--- config.mk ---
export PLATFORM = sky130hd
export DESIGN_NAME = alu_seq
export DESIGN_NICKNAME = d
export VERILOG_FILES = /design/src/rtl/alu_seq.sv
export SDC_FILE = /design/constraint.sdc
export NUM_CORES = 1
export LEC_CHECK = 0
export ABC_CLOCK_PERIOD_IN_PS = 800
export CORE_ASPECT_RATIO = 1.25
export CORE_MARGIN = 2
export CORE_UTILIZATION = 25
export DETAILED_ROUTE_END_ITERATION = 7
export HOLD_SLACK_MARGIN = 0.15
export REMOVE_ABC_BUFFERS = 1
export SYNTH_ARGS = -nofsm -noshare
export SYNTH_HDL_FRONTEND = slang
export SYNTH_SLANG_ARGS = --single-unit
--- constraint.sdc ---
create_clock -name clk -period 0.8 [get_ports clk]
set_input_delay 0.12 -clock clk [delete_from_list [all_inputs] [get_ports clk]]
set_output_delay 0.12 -clock clk [all_outputs]
set_load 0.01 [all_outputs]
--- src/rtl/alu_seq.sv ---
// rtl/alu_seq.sv - sequential ALU with optional shift-add multiply (enable macro: ALU_SEQ_MUL_EN)
module alu_seq #(
   parameter int WIDTH = 3
) (
   input  logic             clk,
   input  logic             rst,
   input  logic             start,
   input  logic [2:0]       select,
   input  logic [WIDTH-1:0] valD,
   input  logic [WIDTH-1:0] regT,
   output logic [WIDTH-1:0] alu_out,
   output logic             regF,
   output logic             busy,
   output logic             done
);

   localparam logic [2:0] OP_SHL  = 3'b000;
   localparam logic [2:0] OP_SHL1 = 3'b001;
   localparam logic [2:0] OP_LOAD = 3'b010;
   localparam logic [2:0] OP_SUB  = 3'b011;
   localparam logic [2:0] OP_ADD  = 3'b100;

`ifdef ALU_SEQ_MUL_EN
   localparam logic [2:0] OP_MUL  = 3'b101;
   localparam int CNT_W = $clog2(WIDTH + 1);
   localparam logic [CNT_W-1:0] CNT_LAST = CNT_W'(WIDTH - 1);

   typedef enum logic {
      S_IDLE = 1'b0,
      S_ITER = 1'b1
   } state_t;
`else
   typedef enum logic {
      S_IDLE = 1'b0
   } state_t;
`endif

   state_t           state_q, state_d;
   logic [WIDTH-1:0] alu_q, alu_d;
   logic             flag_q, flag_d;
   logic             done_q, done_d;
   logic [WIDTH:0]   add_sum;
   logic [WIDTH:0]   sub_diff;

`ifdef ALU_SEQ_MUL_EN
   logic               busy_q, busy_d;
   logic [CNT_W-1:0]   cnt_q, cnt_d;
   logic [WIDTH-1:0]   mcand_q, mcand_d;
   logic [2*WIDTH-1:0] prod_q, prod_d;
   logic [WIDTH:0]     step_sum;
`endif

   // Carry and borrow fall out of the extra top bit of a WIDTH+1 wide add/subtract.
   assign add_sum  = {1'b0, valD} + {1'b0, regT};
   assign sub_diff = {1'b0, valD} - {1'b0, regT};

   // Next-state logic: single-cycle ops resolve in IDLE, multiply walks one multiplier bit per ITER cycle.
   always_comb begin
      state_d = state_q;
      alu_d   = alu_q;
      flag_d  = flag_q;
      done_d  = 1'b0;
`ifdef ALU_SEQ_MUL_EN
      busy_d   = busy_q;
      cnt_d    = cnt_q;
      mcand_d  = mcand_q;
      prod_d   = prod_q;
      step_sum = {(WIDTH+1){1'b0}};
`endif
      case (state_q)
         S_IDLE: begin
            if (start) begin
               done_d = 1'b1;
               case (select)
                  OP_SHL: begin
                     alu_d  = {regT[WIDTH-2:0], 1'b0};
                     flag_d = regT[WIDTH-1];
                  end
                  OP_SHL1: begin
                     alu_d  = {regT[WIDTH-2:0], 1'b1};
                     flag_d = regT[WIDTH-1];
                  end
                  OP_LOAD: begin
                     alu_d  = valD;
                     flag_d = 1'b0;
                  end
                  OP_SUB: begin
                     alu_d  = sub_diff[WIDTH-1:0];
                     flag_d = sub_diff[WIDTH];
                  end
                  OP_ADD: begin
                     alu_d  = add_sum[WIDTH-1:0];
                     flag_d = add_sum[WIDTH];
                  end
`ifdef ALU_SEQ_MUL_EN
                  OP_MUL: begin
                     // Operands are frozen here so later input changes cannot leak into the product.
                     done_d  = 1'b0;
                     busy_d  = 1'b1;
                     state_d = S_ITER;
                     cnt_d   = {CNT_W{1'b0}};
                     mcand_d = valD;
                     prod_d  = {{WIDTH{1'b0}}, regT};
                  end
`endif
                  default: begin
                     alu_d  = valD;
                     flag_d = 1'b0;
                  end
               endcase
            end
         end
`ifdef ALU_SEQ_MUL_EN
         S_ITER: begin
            // Low half holds the unconsumed multiplier bits; the sum shifts in from the top.
            step_sum = {1'b0, prod_q[2*WIDTH-1:WIDTH]}
                     + (prod_q[0] ? {1'b0, mcand_q} : {(WIDTH+1){1'b0}});
            prod_d   = {step_sum, prod_q[WIDTH-1:1]};
            cnt_d    = cnt_q + CNT_W'(1);
            if (cnt_q == CNT_LAST) begin
               state_d = S_IDLE;
               busy_d  = 1'b0;
               done_d  = 1'b1;
               alu_d   = prod_d[WIDTH-1:0];
               flag_d  = |prod_d[2*WIDTH-1:WIDTH];
            end
         end
`endif
         default: state_d = S_IDLE;
      endcase
   end

   // State and registered outputs; reset clears everything at once and discards any running multiply.
   always_ff @(posedge clk or posedge rst) begin
      if (rst) begin
         state_q <= S_IDLE;
         alu_q   <= {WIDTH{1'b0}};
         flag_q  <= 1'b0;
         done_q  <= 1'b0;
`ifdef ALU_SEQ_MUL_EN
         busy_q  <= 1'b0;
         cnt_q   <= {CNT_W{1'b0}};
         mcand_q <= {WIDTH{1'b0}};
         prod_q  <= {(2*WIDTH){1'b0}};
`endif
      end else begin
         state_q <= state_d;
         alu_q   <= alu_d;
         flag_q  <= flag_d;
         done_q  <= done_d;
`ifdef ALU_SEQ_MUL_EN
         busy_q  <= busy_d;
         cnt_q   <= cnt_d;
         mcand_q <= mcand_d;
         prod_q  <= prod_d;
`endif
      end
   end

   assign alu_out = alu_q;
   assign regF    = flag_q;
   assign done    = done_q;
`ifdef ALU_SEQ_MUL_EN
   assign busy    = busy_q;
`else
   assign busy    = 1'b0;
`endif

endmodule

==> metrics.md <==
| Metric | Value |
|---|---|
| Area grow syn2layout | 85.1% |
| Post-synth top area share | 0.258 |
| Die X-Extent | 43.4 um |
| Die area | between 0.002 and 0.0025 sq mm |
| Sequential power share | 0.286 |
| Total GRT Usage | 0.116 |
| Antenna-violating nets left | 0 |
| Initial core utilization | 0.269 |
| Nets@finish | about 110 |
| Max-slew violations | 0 |
| Register bit count reported by yosys | 5 |
| First-pass iteration count of the detailed router | 2 |
| NetSw | 0.309 mW |
| Cell area after layout | between 800 and 900 sq um |
| Maxcap violations | 0 |
| Worst-Skew Late Latency | about 240 ps |
| Period utilisation layout | 1.81 |
| Post-route minimum period | 1450 ps |
| Gate Count Post-Synth | 51 |
| Initial DRC Count | 1 |
| Unrepaired setup endpoints after global routing | true |
| Crit end category | flip-flop |
| Number of hold violations in the final report | 0 |
| Yosys cell types | 23 |
| Row count | 17 |
| Clk sink count | 5 |
| IO Count | 18 |
| H-tree levels | 1 |
| Asr flop ratio synth | 1.00 |
| Die height | 53.3 um |
| Largest net degree at the start of global routing | 7 |
| CTS Root Cell | clkbuf_4 |
| Clock tree buffer depth | 2 |
| Dominant cell type by area after synthesis | dfrtp_1 |
| First-pass GRT wire length | 1910 um |
| Worst setup path category | input port to flip-flop |
| Final setup fails | 9 |
| Status | complete, but fails checks |
| Fmax | 689 MHz |
| Synth area leaders | dfrtp_1, ha_1, fa_1 |
| Prevailing post-synth register cell | dfrtp_1 |
| Arrival time worst endpoint | around 1600 ps |
| GRT overflow | 0 |
| Post-synth EDFFs | 0 |
| Commonest cells after routing, fill and taps aside | buf_4, buf_2, inv_1, dfrtp_1, buf_6 |
| Number of global-route vias before repair | 487 |
| Hold crit path type | input port to asynchronous set/reset pin |
| Fillers | 178 |
| Comb pwr share | 0.437 |
| Multi-input gate area | 419 sq um |
| PD cells | 1160 mW/mm^2 |
| Routed vias/inst | 4.68 |
| Synth Warn # | 0 |
| Routed WL | about 1300 um |
| Routed vias | ~500 |
| Setup WS pre-CTS | -1340 ps |
| Antenna diode count | 0 |
| WL/cell | 11.8 um |
| Register area share after synthesis | 0.258 |
| Placed cell area | 759 sq um |
| Internal Power | 0.736 mW |
| Clk slew on worst S/H paths | 40 ps |
| Total power | 1.05 mW |
| Switching share of power | 0.296 |
| DP HPWL | approximately 900 um |
| Worst setup SP type | input port |
| Final GP Congestion | roughly 0.76 |
| Worst EP required | 920 ps |
| DRC viols | 0 |
| Initial antenna violation count | 0 |
| Synthesized area | 485 sq um |
| Placeable Area | 0.00181 sq mm |
| Crit path max fanout | 2 |
| Num CTS Buffers | 3 |
| Peak supply drop | ~0.34 mV |
| Pleak | 0.425 nW |
| Clock power share | 0.277 |
| CTS tree | done |
| Layout cells sized above 1 | 0.552 |
| Setup Skew | 0 ps |
| Most common cell after layout, fill and taps aside | buf_4 |
| I/O Buffers | 16 |
| Avg Synthesized Cell Area | 9.52 sq um |
| Worst setup margin | -651 ps |
| FF+latch area | 125 sq um |
| Violated checks | negative setup slack |
==> final timing paths <==
path	start	endpoint	slack (ps)	cells after the start
min reg2reg	alu_out[0]	alu_out[0]	490	1
max reg2reg	alu_out[1]	alu_out[1]	-60	2
min in group clk	regT[2]	regF	490	4
max in group asynchronous	rst	alu_out[1]	550	2
max	regT[0]	alu_out[1]	-650	7
min	rst	regF	80	2
==> metrics by stage <==
stage / instances / TNS, ps / hold slack (ps) / util
after floorplan: 50 / -1880 / -101 / -
after global placement: 98 / -5380 / 331 / 0.420
after detailed placement: 98 / -5440 / 336 / 0.420
after CTS: 106 / -2140 / 78.1 / 0.469
after global routing: 106 / -2330 / 82.4 / 0.497
final: 106 / -2000 / 75.4 / 0.497
==> registers in the layout, summed over array words and instances, names as in the netlist <==
signal	count
alu_out	3
regF	1
done	1
==> power groups by stage <==
stage	Clock (mW)	Combinational (mW)	Sequential, mW
floorplan	0	0.144	0.321
global placement	0	0.393	0.304
detailed placement	0	0.400	0.304
CTS	0.301	0.411	0.300
global route	0.332	0.495	0.306
finish	0.289	0.457	0.299
==> area by class of cell <==
cell class,instances,area share
Clock buffer,4,0.0292
Inverter,8,0.0362
Multi-Input combinational cell,37,0.467
Sequential cell,5,0.139
Tap cell,19,0.0265
Timing Repair Buffer,33,0.302
==> repair_timing <==
item,in CTS,in global routing
pin swaps,9,4
endpoints found under the setup margin,9,9
endpoints found under the hold margin,5,5
gates resized for setup,61,10
setup buffers,4,0
==> logic make-up (layout without fill, tap and decap cells) <==
kind of cell | count (synthesis) | in the layout | synth area share
adders and majority gates | 8 | 8 | 0.237
and+or+nand+nor | 11 | 11 | 0.121
buffers and inverters | 9 | 45 | 0.0773
other | 1 | 1 | 0.00772
muxes | 5 | 5 | 0.119
xor gates and xnor gates | 2 | 2 | 0.0361
AOI/OAI and AO/OA | 10 | 10 | 0.144
DFF | 5 | 5 | 0.258
==> cells in the mapped netlist, types with 2 or more instances <==
cell / count
a211oi_1: 2
o21ai_0: 3
nor2_1: 4
mux2i_1: 2
fa_1: 2
ha_1: 6
mux2_2: 2
inv_1: 8
a221oi_1: 2
nand2_1: 2
dfrtp_1: 5
xor2_1: 2
==> worst max-delay path, cell delays in order <==
cell and delay, ps:
buf_6 100, ha_4 150, fa_1 430, or3b_1 340, o21ai_1 100, a221oi_2 70, mux2_4 260
==> routing by layer <==
metal / vias to the layer above / GRT usage / wire, um
met5: - / 0 / 0
met4: 0 / 0.0909 / 19
met3: 4 / 0.0205 / 67
met2: 13 / 0.219 / 719
met1: 233 / 0.108 / 447
li1: 246 / - / -
Power figures use the tool's default switching activity.
